[config.mk]
export PLATFORM = sky130hd
export DESIGN_NAME = hotel_checkout
export DESIGN_NICKNAME = d
export VERILOG_FILES = /design/src/rtl/hotel_checkout.sv
export SDC_FILE = /design/constraint.sdc
export NUM_CORES = 1
export LEC_CHECK = 0
export ABC_AREA = 0
export BUFFER_PORTS_ARGS = -buffer_cell sky130_fd_sc_hd__buf_2
export CAP_MARGIN = 40
export CORE_MARGIN = 2
export CORE_UTILIZATION = 45
export DETAILED_ROUTE_END_ITERATION = 10
export PLACE_DENSITY = 0.7
export SYNTH_ARGS = -nofsm -noshare
export SYNTH_HDL_FRONTEND = slang
export SYNTH_SLANG_ARGS = --single-unit
[constraint.sdc]
create_clock -name clk -period 7.6 [get_ports clk]
set_input_delay 0.38 -clock clk [delete_from_list [all_inputs] [get_ports clk]]
set_output_delay 0.38 -clock clk [all_outputs]
set_load 0.02 [all_outputs]
[src/rtl/hotel_checkout.sv]
// Checkout engine: scans the occupancy table for a customer ID, bills rate x nights
// with a shift-add multiplier, pulses a room release, then holds a response.
module hotel_checkout #(
   parameter int ID_W      = 4,
   parameter int NUM_ROOMS = 7,
   parameter int DAYS_W    = 3,
   parameter int BILL_W    = 16
) (
   input  logic                      clk,
   input  logic                      rst,
   input  logic                      req_valid,
   output logic                      req_ready,
   input  logic [ID_W-1:0]           req_id,
   input  logic [DAYS_W-1:0]         req_days,
   input  logic [NUM_ROOMS*ID_W-1:0] room_ids,
   input  logic [NUM_ROOMS*2-1:0]    room_ac_wifi,
   output logic                      release_valid,
   output logic [2:0]                release_room,
   output logic                      rsp_valid,
   input  logic                      rsp_ready,
   output logic                      rsp_found,
   output logic [2:0]                rsp_room,
   output logic [BILL_W-1:0]         rsp_bill
);

   localparam int IDX_W  = 3;
   localparam int RATE_W = 10;
   localparam int K_W    = (DAYS_W > 1) ? $clog2(DAYS_W) : 1;

   typedef enum logic [2:0] {
      S_IDLE    = 3'd0,
      S_SCAN    = 3'd1,
      S_MULT    = 3'd2,
      S_RELEASE = 3'd3,
      S_RESP    = 3'd4
   } state_t;

   state_t              state_q, state_d;
   logic [ID_W-1:0]     id_q, id_d;
   logic [DAYS_W-1:0]   days_q, days_d;
   logic [IDX_W-1:0]    idx_q, idx_d;
   logic [K_W-1:0]      k_q, k_d;
   logic [RATE_W-1:0]   rate_q, rate_d;
   logic [2:0]          room_q, room_d;
   logic                found_q, found_d;
   logic [BILL_W-1:0]   acc_q, acc_d;

   logic                req_ready_q, req_ready_d;
   logic                release_valid_q, release_valid_d;
   logic [2:0]          release_room_q, release_room_d;
   logic                rsp_valid_q, rsp_valid_d;
   logic                rsp_found_q, rsp_found_d;
   logic [2:0]          rsp_room_q, rsp_room_d;
   logic [BILL_W-1:0]   rsp_bill_q, rsp_bill_d;

   logic [ID_W-1:0]     slot_id_s;
   logic [1:0]          slot_acw_s;

   // Nightly rate: room-class base plus 200 for AC and 100 for Wi-Fi.
   function automatic logic [RATE_W-1:0] rate_of(input logic [IDX_W-1:0] idx,
                                                 input logic [1:0] acw);
      logic [RATE_W-1:0] base;
      case (idx)
         3'd0, 3'd1:             base = 10'd700;
         3'd2, 3'd3, 3'd4, 3'd5: base = 10'd400;
         3'd6:                   base = 10'd500;
         default:                base = 10'd0;
      endcase
      return base + (acw[1] ? 10'd200 : 10'd0) + (acw[0] ? 10'd100 : 10'd0);
   endfunction

   // The table is sampled live: only the slot under the scan pointer matters this cycle.
   assign slot_id_s  = room_ids[idx_q*ID_W +: ID_W];
   assign slot_acw_s = room_ac_wifi[idx_q*2 +: 2];

   // Next-state, datapath and registered-output logic.
   always_comb begin
      state_d = state_q;
      id_d    = id_q;
      days_d  = days_q;
      idx_d   = idx_q;
      k_d     = k_q;
      rate_d  = rate_q;
      room_d  = room_q;
      found_d = found_q;
      acc_d   = acc_q;

      case (state_q)
         S_IDLE: begin
            if (req_valid && req_ready_q) begin
               id_d    = req_id;
               days_d  = req_days;
               idx_d   = '0;
               k_d     = '0;
               rate_d  = '0;
               room_d  = 3'd0;
               found_d = 1'b0;
               acc_d   = '0;
               state_d = S_SCAN;
            end else begin
               state_d = S_IDLE;
            end
         end
         S_SCAN: begin
            // ID 0 means vacant, so it can never match; answer after one cycle.
            if (id_q == '0) begin
               state_d = S_RESP;
            end else if (slot_id_s == id_q) begin
               found_d = 1'b1;
               room_d  = idx_q + 3'd1;
               rate_d  = rate_of(idx_q, slot_acw_s);
               k_d     = '0;
               state_d = S_MULT;
            end else if (idx_q == IDX_W'(NUM_ROOMS - 1)) begin
               state_d = S_RESP;
            end else begin
               idx_d = idx_q + 3'd1;
            end
         end
         S_MULT: begin
            if (days_q[k_q]) begin
               acc_d = acc_q + (BILL_W'(rate_q) << k_q);
            end else begin
               acc_d = acc_q;
            end
            if (k_q == K_W'(DAYS_W - 1)) begin
               state_d = S_RELEASE;
            end else begin
               k_d = k_q + 1'b1;
            end
         end
         S_RELEASE: begin
            state_d = S_RESP;
         end
         S_RESP: begin
            if (rsp_ready) begin
               state_d = S_IDLE;
            end else begin
               state_d = S_RESP;
            end
         end
         default: begin
            state_d = S_IDLE;
         end
      endcase

      // Outputs follow the state being entered so they line up with it.
      req_ready_d     = (state_d == S_IDLE);
      release_valid_d = (state_d == S_RELEASE);
      release_room_d  = (state_d == S_RELEASE) ? room_q : 3'd0;
      rsp_valid_d     = (state_d == S_RESP);
      rsp_found_d     = (state_d == S_RESP) ? found_q : 1'b0;
      rsp_room_d      = (state_d == S_RESP) ? room_q : 3'd0;
      rsp_bill_d      = (state_d == S_RESP) ? acc_q : '0;
   end

   // State, datapath and output registers.
   always_ff @(posedge clk or posedge rst) begin
      if (rst) begin
         state_q         <= S_IDLE;
         id_q            <= '0;
         days_q          <= '0;
         idx_q           <= '0;
         k_q             <= '0;
         rate_q          <= '0;
         room_q          <= 3'd0;
         found_q         <= 1'b0;
         acc_q           <= '0;
         req_ready_q     <= 1'b0;
         release_valid_q <= 1'b0;
         release_room_q  <= 3'd0;
         rsp_valid_q     <= 1'b0;
         rsp_found_q     <= 1'b0;
         rsp_room_q      <= 3'd0;
         rsp_bill_q      <= '0;
      end else begin
         state_q         <= state_d;
         id_q            <= id_d;
         days_q          <= days_d;
         idx_q           <= idx_d;
         k_q             <= k_d;
         rate_q          <= rate_d;
         room_q          <= room_d;
         found_q         <= found_d;
         acc_q           <= acc_d;
         req_ready_q     <= req_ready_d;
         release_valid_q <= release_valid_d;
         release_room_q  <= release_room_d;
         rsp_valid_q     <= rsp_valid_d;
         rsp_found_q     <= rsp_found_d;
         rsp_room_q      <= rsp_room_d;
         rsp_bill_q      <= rsp_bill_d;
      end
   end

   assign req_ready     = req_ready_q;
   assign release_valid = release_valid_q;
   assign release_room  = release_room_q;
   assign rsp_valid     = rsp_valid_q;
   assign rsp_found     = rsp_found_q;
   assign rsp_room      = rsp_room_q;
   assign rsp_bill      = rsp_bill_q;

endmodule
# Word level (Yosys, flattened, before mapping)
# Cells that the tools add are included.
[word_totals]
regBits = 71
input_bits = 53
out_inout_bits = 26
elab_cells = 104
[op_classes]
add_sub_neg = 5
magnitude_cmp = 1
eq_ne = 21
shift = 3
mux = 43
n_reduce_logical = 15
[op_table]
columns = ["op", "n"]
rows = [
  ["two-way mux 10 bit", 6],
  ["two-way mux 16 bit", 3],
  ["two-way mux 3 bit", 13],
  ["one-hot mux 16 bit (2 select lines)", 1],
  ["one-hot mux 10 bit (3 select lines)", 1],
  ["indexed part select 28 x 6 -> 4 bit", 1],
  ["one-hot mux 10 bit (2 select lines)", 1],
  ["adder 16 bit", 1],
  ["<< shifter 10 x 2 -> 16 bit", 1],
  ["equality test 3 x 2 -> 1 bit (second input constant)", 5],
  ["equality test 3 bit (second input constant)", 5],
  ["one-hot mux 3 bit (5 select lines)", 1],
  ["inequality test 2 bit (second input constant)", 7],
  ["indexed part select 14 x 5 -> 2 bit", 1],
  ["one-hot mux 3 bit (2 select lines)", 2],
  ["adder 10 x 7 -> 10 bit", 1],
  ["adder 10 x 8 -> 10 bit", 1],
  ["AND reduction 5 bit", 2],
  ["logical NOT 3 bit", 3],
  ["two-way mux 2 bit", 4],
  ["two-way mux 8 bit", 1],
  ["two-way mux 7 bit", 1],
  ["equality test 3 x 1 -> 1 bit (second input constant)", 2],
  ["two-way mux 1 bit", 6],
  ["other kinds (17)", 18],
]

# Logic depth before layout (Yosys ltp)
[logic_depth]
ltp_word = 11
ltp_mapped = 15
mapped_depth_nobuf = 13

# Worst setup path after synthesis
# OpenSTA, ideal clock, no wires.
[synth_timing]
path_type = "reg2reg"
startpoint = "reg idx_q[0]"
endpoint = "reg rate_q[9]"
setup_ns = 0.121
arrival_time_ns = 2.995
required_ns = 7.479
setup_slack_ns = 4.484
path_stages_with_launch = 15
n_path_buf = 2
period_less_slack_ns = 3.116
path_cell_list = "dfrtp_1 -> buf_6 -> buf_2 -> mux4_2 -> nand2_1 -> o21ai_0 -> ha_1 -> and2_1 -> ha_1 -> a21oi_1 -> o21ai_1 -> a21o_1 -> a21oi_1 -> xnor2_1 -> a22o_1"
[synth_via]
elab_chain_cells = 11
word_cells_on_any_way = 25
classes_between = "add/sub: 2; eq/ne: 8; shift: 2; mux: 9; reduce/logical: 4"
[synth_lines]
columns = ["item", "line", "text"]
rows = [
  ["start, declared", "41", "logic [IDX_W-1:0] idx_q, idx_d;"],
  ["start signal, assigned", "180", "idx_q <= idx_d;"],
  ["equality test 3 x 2 -> 1 bit (tied with other cells)", "63", "case (idx)"],
  ["OR reduction 4 bit / OR reduction 2 bit (equally long branches)", "63", ""],
  ["one-hot mux 10 bit (3 select lines)", "63", ""],
  ["two-way mux 10 bit", "108", "end else if (slot_id_s == id_q) begin"],
  ["two-way mux 10 bit", "106", "if (id_q == '0) begin"],
  ["two-way mux 10 bit", "88", "case (state_q)"],
  ["adder 10 x 8 -> 10 bit", "69", "return base + (acw[1] ? 10'd200 : 10'd0) + (acw[0] ? 10'd100 : 10'd0);"],
  ["adder 10 x 7 -> 10 bit", "69", ""],
  ["two-way mux 10 bit", "108", ""],
  ["two-way mux 10 bit", "106", ""],
  ["one-hot mux 10 bit (2 select lines)", "88", ""],
  ["end signal, assigned", "182", "rate_q <= rate_d;"],
  ["end, declared", "43", "logic [RATE_W-1:0] rate_q, rate_d;"],
]
# Parallel ways exist; a longest one is shown, timed or not. The select of a mux whose other input is x is not followed.
# A chain may end at the register's enable or synchronous reset.

# Final worst setup path
# Same ends and word-level chain as after synthesis.

==> impl_results.rst <==
.. list-table::
   :header-rows: 1

   * - Metric
     - Value
   * - Most frequent cell after synthesis
     - sky130_fd_sc_hd__dfrtp_1
   * - Critical path's top delay family
     - compound AO/OA/AOI/OAI gates
   * - Ratio of cells with drive above 1 in the final layout
     - 24.3%
   * - Largest net degree at the start of global routing
     - 67
   * - Commonest cells in the synthesized netlist
     - sky130_fd_sc_hd__dfrtp_1, sky130_fd_sc_hd__nand2_1, sky130_fd_sc_hd__ha_1
   * - Signed area change from the synthesized netlist to the final layout
     - 17.0%
   * - Clk_lat worst skew
     - 0.34 ns
   * - Max-slew violation count
     - 0
   * - Unrepaired setup endpoints after global routing
     - false
   * - Element type at the critical path end
     - register
   * - Antenna violations before repair
     - 0
   * - Worst voltage drop across the vdd grid
     - 0.000166 V
   * - Routed wire length
     - 7380 um
   * - Htree depth
     - 3
   * - Setup fix buffers added after clock tree synthesis
     - 0
   * - Total congestion overflow
     - 0
   * - Delay contributed by the slowest stage of the critical path
     - 0.75 ns
   * - I/O Pins
     - 79
   * - Worst Path Required
     - 7.83 ns
   * - Clock tree root driver cell
     - sky130_fd_sc_hd__clkbuf_8
   * - Max Clock Freq
     - 0.290 GHz
   * - Flip-flop and latch count after synthesis
     - 66
   * - Proportion of synthesized chip area in sequential cells
     - 42.2%
   * - Cell taking the most area after synthesis
     - sky130_fd_sc_hd__dfrtp_1
   * - Worst slack on hold paths
     - 0.225 ns
   * - Startpoint type of the worst setup path
     - register
   * - Area contributors post-synth
     - sky130_fd_sc_hd__dfrtp_1, sky130_fd_sc_hd__ha_1, sky130_fd_sc_hd__nand2_1, sky130_fd_sc_hd__mux2i_1, sky130_fd_sc_hd__mux4_2
   * - Fraction of synthesized cell area in xor and xnor cells
     - 4.25%
   * - Worst clock skew on the final layout
     - 0.00926 ns
   * - Number of global-route vias before repair
     - 2,927
   * - Status
     - completed
   * - Clock transition at the register clock pins on the worst setup and hold paths after CTS
     - 0.07 ns
   * - Complex-gate fraction of the synthesized area
     - 14.2%
   * - Inserted Diodes
     - 0
   * - Number of CTS-inserted buffers
     - 9
   * - Number of vias after detailed routing
     - 3,023
   * - Portion of netlist area occupied by mux cells
     - 9.49%
   * - Core outline area
     - 8590 um^2
   * - Number of placement rows
     - 34
   * - Synthesized netlist net count
     - 469
   * - Mapped Avg Cell Area
     - 10.0 um^2
   * - Number of violations of the max-capacitance limit
     - 0
   * - Proportion of netlist area held by the largest area contributor
     - 42.2%
   * - CTS tree
     - done
   * - Setup violations, final
     - 0
   * - Period Utilization, post-route
     - 45.4%
   * - Initial DRT Pass Iterations
     - 4
   * - Worst Path Buf+Inv
     - 0
   * - Sum of net half-perimeters after detailed placement
     - 5560 um
   * - Maximum number of buffers from clock root to sink
     - 2
   * - Path category of the worst min-delay check
     - in2reg
   * - # port buffers
     - 78
   * - Global-route wire length before repair
     - 12,700 um
   * - RD Place Congestion
     - 0.823
   * - Width of the chip
     - 97.3 um
   * - Unique masters post-synth
     - 51
   * - Ys async rst share
     - 100%
   * - Number of enable-type register cells in the synthesized netlist
     - 0
   * - Leakage power
     - 2.33 nW
   * - Final ANT Viol Nets
     - 0
   * - Filler cells
     - 779
   * - Post-layout minimum cycle time
     - 3.45 ns
   * - Cell occurring most often along the worst timing path
     - sky130_fd_sc_hd__a21oi_1
   * - Setup total negative slack
     - 0 ns
   * - Library cell contributing the largest single delay on the critical path
     - sky130_fd_sc_hd__dfrtp_1
   * - Cell count after synthesis
     - 390
   * - Share of synthesized cell area in full adder, half adder and majority cells
     - 8.69%
   * - Via-to-Cell Ratio
     - 5.24
   * - Synthesized-area fraction occupied by and/or/nand/nor cells
     - 16.7%
   * - Main combinational cell family by area after synthesis
     - simple AND/OR/NAND/NOR gates
   * - Worst Setup Path Type
     - reg2reg
   * - WL/cell
     - 12.8 um
   * - Net count, final
     - 543
   * - Post-Syn Area
     - 3920 um^2
   * - Vertical die dimension
     - 97.3 um
   * - Final routed DRC violation total
     - 0
   * - Power density cells
     - 365 nW/um^2
   * - Endpoint arrival time on the critical path
     - 3.68 ns
   * - Iter 0 DRT Violations
     - 80
   * - Predominant post-synthesis flop cell
     - sky130_fd_sc_hd__dfrtp_1
   * - Count of synthesis-stage warnings from yosys
     - 0
   * - Die area
     - 9460 um^2
   * - Hold bufs inserted after CTS
     - 0
   * - Cells along the critical path
     - nor2b_1 > a21oi_1 > o21ai_0 > ha_1 > and2_1 > ha_1 > a21oi_1 > o21ai_1 > a21o_1 > a21oi_1 > xnor2_1 > a22o_1
   * - Number of clock sinks seen by CTS
     - 66
   * - Initial Utilization
     - 45.6%
   * - Worst slew margin relative to its limit
     - 46.2%
   * - Highest fanout seen on the critical path
     - 17
   * - Final Hold Vio Count
     - 0
   * - Transition time at the pin with the least slew margin
     - 0.808 ns
   * - Overall Global Routing Usage
     - 16.3%
   * - Total of cells resized after clock tree synthesis
     - 0
cells by family (layout without fill, tap and decap cells):
family          after synthesis  after routing
fa+ha+maj                    26             26
xor+xnor                     19             19
flops                        66             66
compound gates               80             80
mux                          27             27
other cells                   1              1
simple gates                134            134
buf+inv                      37            116
routing by layer:
layer / up-vias / GRT usage (%) / routed length (um)
met1: 1413 / 19.6 / 3300
met4: 0 / 6.09 / 127
met2: 84 / 28.2 / 3600
li1: 1514 / - / -
met5: - / 0 / 0
met3: 12 / 4.10 / 352
final timing paths:
| check | start | slack [ns] | depth (start not counted) | end |
|---|---|---|---|---|
| min | req_id[1] | 0.23 | 3 | id_q[1] |
| min reg2reg | found_q | 0.47 | 1 | found_q |
| min in group asynchronous | rst | 0.28 | 3 | rsp_bill[13] |
| max | idx_q[0] | 4.15 | 12 | rate_q[9] |
| max in group asynchronous | rst | 6.80 | 3 | rate_q[5] |
| max reg2reg | idx_q[0] | 4.15 | 12 | rate_q[9] |
final cells by class:
| type | instances | area [um^2] | share of cell area (%) |
|---|---|---|---|
| clock buffers | 11 | 151 | 3.31 |
| clock inverters | 5 | 61.3 | 1.34 |
| inverters | 17 | 63.8 | 1.39 |
| multi-input cells | 287 | 2090 | 45.7 |
| flip-flops and latches | 66 | 1650 | 36.1 |
| well taps | 108 | 135 | 2.95 |
| repair buffers | 83 | 425 | 9.29 |
power breakdown:
part	internal [mW]	switching [mW]
combinational	0.386	0.470
sequential	0.417	0.0934
clock	0.170	0.136
total	0.973	0.700
placed cells by master, fill, tap and decap left out, types with 2 or more instances in the layout:
| cell type | netlist | final |
|---|---|---|
| sky130_fd_sc_hd__or3_1 | 3 | 3 |
| sky130_fd_sc_hd__nand2_1 | 50 | 50 |
| sky130_fd_sc_hd__buf_4 | 1 | 4 |
| sky130_fd_sc_hd__a21oi_1 | 13 | 13 |
| sky130_fd_sc_hd__fa_1 | 2 | 2 |
| sky130_fd_sc_hd__nor2b_1 | 23 | 23 |
| sky130_fd_sc_hd__clkbuf_8 | 0 | 11 |
| sky130_fd_sc_hd__mux4_2 | 8 | 8 |
| sky130_fd_sc_hd__o2bb2ai_1 | 5 | 5 |
| sky130_fd_sc_hd__clkinvlp_4 | 0 | 3 |
| sky130_fd_sc_hd__ha_1 | 24 | 24 |
| sky130_fd_sc_hd__nor4_1 | 2 | 2 |
| sky130_fd_sc_hd__and2_1 | 7 | 7 |
| sky130_fd_sc_hd__mux2i_1 | 18 | 18 |
| sky130_fd_sc_hd__and3_1 | 6 | 6 |
| sky130_fd_sc_hd__inv_1 | 17 | 16 |
| sky130_fd_sc_hd__a31o_2 | 2 | 2 |
| sky130_fd_sc_hd__o31ai_1 | 2 | 2 |
| sky130_fd_sc_hd__dfrtp_1 | 66 | 66 |
| sky130_fd_sc_hd__a41o_1 | 2 | 2 |
| sky130_fd_sc_hd__buf_2 | 11 | 79 |
| sky130_fd_sc_hd__o41ai_1 | 2 | 2 |
| sky130_fd_sc_hd__o21ai_1 | 2 | 2 |
| sky130_fd_sc_hd__nor2_1 | 21 | 21 |
| sky130_fd_sc_hd__xor2_1 | 13 | 13 |
| sky130_fd_sc_hd__a21o_1 | 8 | 8 |
| sky130_fd_sc_hd__o21a_1 | 2 | 2 |
| sky130_fd_sc_hd__o21ai_0 | 20 | 20 |
| sky130_fd_sc_hd__nor3_1 | 8 | 8 |
| sky130_fd_sc_hd__a22o_1 | 11 | 11 |
| sky130_fd_sc_hd__nand2b_1 | 7 | 7 |
| sky130_fd_sc_hd__xnor2_1 | 6 | 6 |
| sky130_fd_sc_hd__nand3_1 | 3 | 3 |
flip-flops by register name, indices dropped and copies added (netlist names):
register       flops
rsp_found          1
found_q            1
release_room       3
room_q             3
id_q               4
req_ready          1
rsp_valid          1
acc_q             14
state_q            3
idx_q              3
k_q                2
rsp_bill          15
rate_q             8
rsp_room           3
release_valid      1
days_q             3
metrics by stage:
| stage | setup slack (ns) | cell area [um^2] | cells | power (mW) | util (%) |
|---|---|---|---|---|---|
| after CTS | 4.08 | 4580 | 577 | 1.69 | 53.3 |
| final | 4.15 | 4580 | 577 | 1.67 | 53.3 |
| after global routing | 3.72 | 4580 | 577 | 1.83 | 53.3 |
| after detailed placement | 4.10 | 4370 | 561 | 1.38 | 50.8 |
| after global placement | 4.23 | 4350 | 558 | 1.35 | 50.6 |
| after floorplan | 4.48 | 3920 | 390 | 1.22 | - |
worst reg2reg max path: cells and delay by family, from the launching register on:
family	cells	cell delay [ns]
flops	1	0.75
xor+xnor	1	0.08
fa+ha+maj	2	0.51
compound gates	7	1.42
simple gates	2	0.59
Power figures use the tool's default switching activity.
